[src/rtl/multi_update_counter_pkg.sv]
// Shared types for the multi-channel item-memory address counter:
// run mode and per-channel FSM state encodings.
package multi_update_counter_pkg;

    localparam int DefNumChannels  = 4;
    localparam int DefCounterWidth = 32;
    localparam int DefNumTotIm     = 1024;

    typedef enum logic {
        CNT_WRAP = 1'b0,
        CNT_STOP = 1'b1
    } cnt_mode_e;

    typedef enum logic [1:0] {
        CNT_IDLE = 2'd0,
        CNT_RUN  = 2'd1,
        CNT_DONE = 2'd2
    } cnt_state_e;

endpackage

[src/rtl/update_counter_channel.sv]
// One address-generator channel: latched config, IDLE/RUN/DONE FSM and
// address/beat datapath.
module update_counter_channel
    import multi_update_counter_pkg::*;
#(
    parameter int CounterWidth = DefCounterWidth,
    parameter int ImAddrWidth  = $clog2(DefNumTotIm)
) (
    input  logic                    clk_i,
    input  logic                    rst_i,
    input  logic                    start_i,
    input  logic                    clr_i,
    input  logic                    mode_i,
    input  logic [ImAddrWidth-1:0]  base_addr_i,
    input  logic [ImAddrWidth-1:0]  stride_i,
    input  logic [CounterWidth-1:0] max_count_i,
    output logic [ImAddrWidth-1:0]  addr_o,
    output logic                    addr_valid_o,
    input  logic                    addr_ready_i,
    output logic                    last_o,
    output logic                    busy_o,
    output logic                    done_o,
    output logic [1:0]              state_o
);

    cnt_state_e              state_q, state_n;
    cnt_mode_e               mode_q, mode_n;
    logic [ImAddrWidth-1:0]  addr_q, addr_n;
    logic [ImAddrWidth-1:0]  base_q, base_n;
    logic [ImAddrWidth-1:0]  stride_q, stride_n;
    logic [CounterWidth-1:0] max_q, max_n;
    logic [CounterWidth-1:0] count_q, count_n;
    logic                    start_ok;
    logic                    beat;
    logic                    at_last;

    // Handshake: a beat is accepted when addr_valid_o && addr_ready_i on a
    // rising edge; valid depends only on registered state, addr is held
    // stable while valid && !ready.
    assign start_ok = start_i && (max_count_i != '0);
    assign beat     = (state_q == CNT_RUN) && addr_ready_i;
    assign at_last  = (count_q == max_q - CounterWidth'(1));

    always_ff @(posedge clk_i or posedge rst_i) begin
        if (rst_i) begin
            state_q  <= CNT_IDLE;
            mode_q   <= CNT_WRAP;
            addr_q   <= '0;
            base_q   <= '0;
            stride_q <= '0;
            max_q    <= '0;
            count_q  <= '0;
        end else begin
            state_q  <= state_n;
            mode_q   <= mode_n;
            addr_q   <= addr_n;
            base_q   <= base_n;
            stride_q <= stride_n;
            max_q    <= max_n;
            count_q  <= count_n;
        end
    end

    // Priority: clear beats start beats handshake advance; a beat accepted
    // alongside clr/start is consumed without advancing.
    always_comb begin
        state_n  = state_q;
        mode_n   = mode_q;
        addr_n   = addr_q;
        base_n   = base_q;
        stride_n = stride_q;
        max_n    = max_q;
        count_n  = count_q;
        if (clr_i) begin
            state_n = CNT_IDLE;
        end else if (start_ok) begin
            state_n  = CNT_RUN;
            mode_n   = cnt_mode_e'(mode_i);
            base_n   = base_addr_i;
            stride_n = stride_i;
            max_n    = max_count_i;
            addr_n   = base_addr_i;
            count_n  = '0;
        end else if (beat) begin
            if (!at_last) begin
                count_n = count_q + CounterWidth'(1);
                addr_n  = addr_q + stride_q;
            end else if (mode_q == CNT_WRAP) begin
                count_n = '0;
                addr_n  = base_q;
            end else begin
                state_n = CNT_DONE;
            end
        end
    end

    assign addr_o       = addr_q;
    assign addr_valid_o = (state_q == CNT_RUN);
    assign last_o       = (state_q == CNT_RUN) && at_last;
    assign busy_o       = (state_q == CNT_RUN);
    assign done_o       = (state_q == CNT_DONE);
    assign state_o      = state_q;

endmodule

[src/rtl/multi_update_counter.sv]
// NumChannels independent address generators feeding parallel item-memory
// lookups; each channel owns a slice of the flattened port arrays.
module multi_update_counter
    import multi_update_counter_pkg::*;
#(
    parameter int NumChannels  = DefNumChannels,
    parameter int CounterWidth = DefCounterWidth,
    parameter int NumTotIm     = DefNumTotIm,
    parameter int ImAddrWidth  = $clog2(NumTotIm)
) (
    input  logic                                clk_i,
    input  logic                                rst_i,
    input  logic [NumChannels-1:0]              start_i,
    input  logic [NumChannels-1:0]              clr_i,
    input  logic [NumChannels-1:0]              mode_i,
    input  logic [NumChannels*ImAddrWidth-1:0]  base_addr_i,
    input  logic [NumChannels*ImAddrWidth-1:0]  stride_i,
    input  logic [NumChannels*CounterWidth-1:0] max_count_i,
    output logic [NumChannels*ImAddrWidth-1:0]  addr_o,
    output logic [NumChannels-1:0]              addr_valid_o,
    input  logic [NumChannels-1:0]              addr_ready_i,
    output logic [NumChannels-1:0]              last_o,
    output logic [NumChannels-1:0]              busy_o,
    output logic [NumChannels-1:0]              done_o,
    output logic [NumChannels*2-1:0]            state_o
);

    for (genvar c = 0; c < NumChannels; c++) begin : g_chan
        update_counter_channel #(
            .CounterWidth (CounterWidth),
            .ImAddrWidth  (ImAddrWidth)
        ) u_chan (
            .clk_i        (clk_i),
            .rst_i        (rst_i),
            .start_i      (start_i[c]),
            .clr_i        (clr_i[c]),
            .mode_i       (mode_i[c]),
            .base_addr_i  (base_addr_i[c*ImAddrWidth +: ImAddrWidth]),
            .stride_i     (stride_i[c*ImAddrWidth +: ImAddrWidth]),
            .max_count_i  (max_count_i[c*CounterWidth +: CounterWidth]),
            .addr_o       (addr_o[c*ImAddrWidth +: ImAddrWidth]),
            .addr_valid_o (addr_valid_o[c]),
            .addr_ready_i (addr_ready_i[c]),
            .last_o       (last_o[c]),
            .busy_o       (busy_o[c]),
            .done_o       (done_o[c]),
            .state_o      (state_o[c*2 +: 2])
        );
    end

endmodule
[config.mk]
export PLATFORM = sky130hd
export DESIGN_NAME = multi_update_counter
export DESIGN_NICKNAME = d
export VERILOG_FILES = /design/src/rtl/multi_update_counter_pkg.sv /design/src/rtl/update_counter_channel.sv /design/src/rtl/multi_update_counter.sv
export SDC_FILE = /design/constraint.sdc
export NUM_CORES = 1
export LEC_CHECK = 0
export BUFFER_PORTS_ARGS = -buffer_cell sky130_fd_sc_hd__clkbuf_2
export CORE_UTILIZATION = 37
export DETAILED_ROUTE_END_ITERATION = 7
export SLEW_MARGIN = 10
export SYNTH_ARGS = -nofsm -noshare
export SYNTH_HDL_FRONTEND = slang
export SYNTH_SLANG_ARGS = --single-unit
[constraint.sdc]
create_clock -name clk_i -period 26.3 [get_ports clk_i]
set_input_delay 7.89 -clock clk_i [delete_from_list [all_inputs] [get_ports clk_i]]
set_output_delay 7.89 -clock clk_i [all_outputs]
set_load 0.005 [all_outputs]
==> flow_summary_export.csv <==
group,metric,value,unit
run_status,status,"completed",
synth,syn_nets,3042,
place,place_area,26200,µm²
finish,layout-drive-gt1-share,17.5,%
clock_tree,numCtsBuffers,47,
drt,drc,0,
drt,ant_nets,0,
setup_path,cp.arrival,4.47,ns
clock_tree,clk_latency,0.58,ns
finish,n_antenna_cell,0,
sta,min_period,12.36,ns
floorplanning,die_w,257,µm
grt,grt_max_degree,125,
sta,hold_viol,0,
clock_tree,cts_buffer_depth,3,
grt,antenna_found_initial,0,
floorplanning,start_util,37.4,%
setup_path,crit_start,"g_chan[2].u_chan.max_q[0]",
finish,multiInputGateArea,13500,µm²
place,gp_congestion,0.847,
setup_path,critical-path-top-delay-family,"simple AND/OR/NAND/NOR gates",
setup_path,r2r-start,"g_chan[2].u_chan.max_q[0]",
setup_path,r2r-end,"g_chan[2].u_chan.addr_o[9]",
finish,instances_no_fill,3877,
setup_path,cpMostUsedCell,"nand4_1",
sta,finalMaxSlewViolations,0,
synth,ys_types,86,
worst_hold_path,hold_path_class,"reg2reg",
synth,synth_area_leaders,"dfrtp_1, nand2_1, xnor2_1",
synth,yosysSeqAreaShare,40.4,%
synth,syn_avg_cell_area,8.69,µm²
sta,clock.fmax,0.0809,GHz
drt,drt_iter0_drc,1347,
clock_tree,cts_max_level,2,
floorplanning,die_area,66000,µm²
setup_path,critical_path_depth,11,
synth,async_reset_ff_share,100,%
drt,vias,20600,
clock_tree,cts_resized,0,
synth,yosysWarnings,0,
finish,regArea,9710,µm²
setup_path,worstSetupPathType,"reg2out",
clock_tree,clk_pin_slew,0.06,ns
clock_tree,postCtsSetupBuffers,0,
drt,avgRoutedWirePerCell,16.7,µm
setup_path,start_kind,"flop",
power_and_ir_drop,total_power,1.84,mW
grt,grt_pass1_vias,19800,
sta,fin_worst_skew,0.0148,ns
setup_path,path_buf_inv,2,
finish,area_growth,15.6,%
floorplanning,ios,290,
clock_tree,clock_tree.root_cell,"clkbuf_16",
synth,syn_area,24100,µm²
sta,tightest_slew,1.05,ns
sta,tns,0,ns
sta,rsz0062_at_grt,"false",
synth,syn_inst,2768,
setup_path,end_kind,"output pin",
grt,gr-total-overflow,0,
sta,relSlewSlack,29.3,%
setup_path,path_cells,"inv_1 -> ha_1 -> nor3b_1 -> nand4_1 -> or3_1 -> a2111oi_0 -> nor2b_1 -> nand4_1 -> nor4_1 -> and3_1 -> clkbuf_2",
finish,stdcell_area,27800,µm²
place,port_buffers,289,
finish,nFillCells,6448,
power_and_ir_drop,peakVddDrop,0.0443,mV
drt,routed_wl,64900,µm
setup_path,cp_max_fo,18,
clock_tree,cts_sinks,388,
synth,synth_edf_count,0,
setup_path,ff2ff_setup_slack,21.01,ns
power_and_ir_drop,p_leak,12.4,nW
power_and_ir_drop,power_density,66.3,nW/µm²
floorplanning,fp.dieH,257,µm
floorplanning,core_area,64300,µm²
setup_path,reg2regPathDepth,12,
job,drv_cap,0,
synth,yosysTopAreaCellShare,40.4,%
grt,track_usage,19.4,%
finish,nets,3258,
setup_path,required,18.41,ns
drt,drt_pass1_iterations,7,
synth,synth_top_cell_by_area,"dfrtp_1",
synth,ys_ff_latch,388,
clock_tree,cts_tree,"built",
drt,vias_per_cell,5.32,
setup_path,slowest_stage,"nand4_1",
sta,setup_viol,0,
place,dp_hpwl,46900,µm
place,dpl.cell_count,3790,
floorplanning,num_rows,93,
synth,synth_ff_type,"dfrtp_1",
setup_path,critPathMaxStageDelay,0.72,ns
setup_path,crit_end,"last_o[2]",
worst_hold_path,min_from,"g_chan[0].u_chan.base_q[7]",
sta,fin_crit_sh,47.0,%
grt,grt_pass1_wl,106000,µm
clock_tree,holdBufCountCts,0,
[routing by layer]
layer / share of wire [%] / vias to the layer above / global-route usage [%]
met5: 0 / - / 0
li1: - / 10200 / -
met1: 47 / 9876 / 27.2
met3: 4.3 / 92 / 2.55
met2: 46 / 436 / 31.2
met4: 2.4 / 0 / 5.79
[flip-flops by register name, summed over array words and instances, names as in the netlist]
name,cells
g_chan.u_chan.count_q,128
g_chan.u_chan.max_q,128
g_chan.u_chan.addr_o,40
g_chan.u_chan.base_q,40
g_chan.u_chan.stride_q,40
g_chan.u_chan.state_o,8
g_chan.u_chan.mode_q,4
[worst min-delay path: stages, from the launching register on]
cell and delay (ns):
dfrtp_1 0.33, nand2_1 0.05, nand2_1 0.06
[cell type report]
type                    count  share of cell area [%]
flip-flops and latches    388                    34.9
clock buffers              69                    4.89
inverters                  68                   0.945
repair buffers            313                    5.85
well taps                 855                    3.85
multi-input cells        2166                    48.5
clock inverters            18                    1.00
[cell families (layout without fill, tap and decap cells)]
logic type,after synthesis,in the layout,share of synthesized area [%]
and+or+nand+nor,1323,1323,27.0
AOI/OAI and AO/OA,426,426,11.6
DFF,388,388,40.4
xor gates and xnor gates,238,238,8.67
buffers and inverters,214,468,3.81
muxes,131,131,5.91
adders and majority gates,48,48,2.62
[cells in the mapped netlist (22+ instances only)]
library cell and number:
a21o_1 30, nand3_1 93, o211ai_1 24, inv_1 68
nor2b_1 32, xnor2_1 133, or3_1 23, o31ai_1 26
nand4_1 49, nor3_1 83, xor2_1 105, nand2_1 512
nor4_1 82, or4_1 29, o21ai_0 105, and3_1 49
dfrtp_1 388, buf_2 22, ha_1 44, o21ai_1 24
nand2b_1 31, a21oi_1 77, nor2_1 220, clkbuf_1 102
mux2_2 88, mux2i_1 43
[layout by cell type (no fill, tap or decap), drive strengths merged, types with 43 or more instances in the layout]
cell / Yosys / final
ha: 44 / 44
mux2: 88 / 88
nor3: 84 / 84
xnor2: 133 / 133
nand4: 50 / 50
dfrtp: 388 / 388
mux2i: 43 / 43
o21ai: 129 / 129
nor4: 84 / 84
and3: 49 / 49
inv: 68 / 71
nand3: 93 / 93
xor2: 105 / 105
nor2: 221 / 221
nand2: 512 / 512
a21oi: 77 / 77
clkbuf: 102 / 358
[stage by stage]
step	util [%]	worst slack (ns)	hold slack (ns)
final	43.2	13.94	0.467
after CTS	43.2	13.94	0.471
after detailed placement	40.7	14.62	0.456
after floorplan	-	7.63	0.438
after global placement	40.7	14.69	0.453
after global routing	43.2	13.60	0.487
[where the power goes]
part	switching, mW	internal [mW]	total (mW)	leakage (nW)
sequential	0.0776	0.660	0.738	4.93
combinational	0.219	0.195	0.413	6.65
clock	0.265	0.426	0.692	0.805
total	0.561	1.28	1.84	12.4
[worst min-delay path by stage]
| stage | end | slack [ns] | cells past startpoint |
|---|---|---|---|
| floorplan | g_chan[0].u_chan.base_q[0] | 0.44 | 2 |
| global placement | g_chan[0].u_chan.base_q[5] | 0.45 | 2 |
| detailed placement | g_chan[0].u_chan.base_q[4] | 0.46 | 2 |
| CTS | g_chan[0].u_chan.base_q[4] | 0.47 | 2 |
| global route | g_chan[0].u_chan.base_q[7] | 0.49 | 2 |
| finish | g_chan[0].u_chan.base_q[7] | 0.47 | 2 |
No activity file was read; power rests on OpenSTA's default activity.
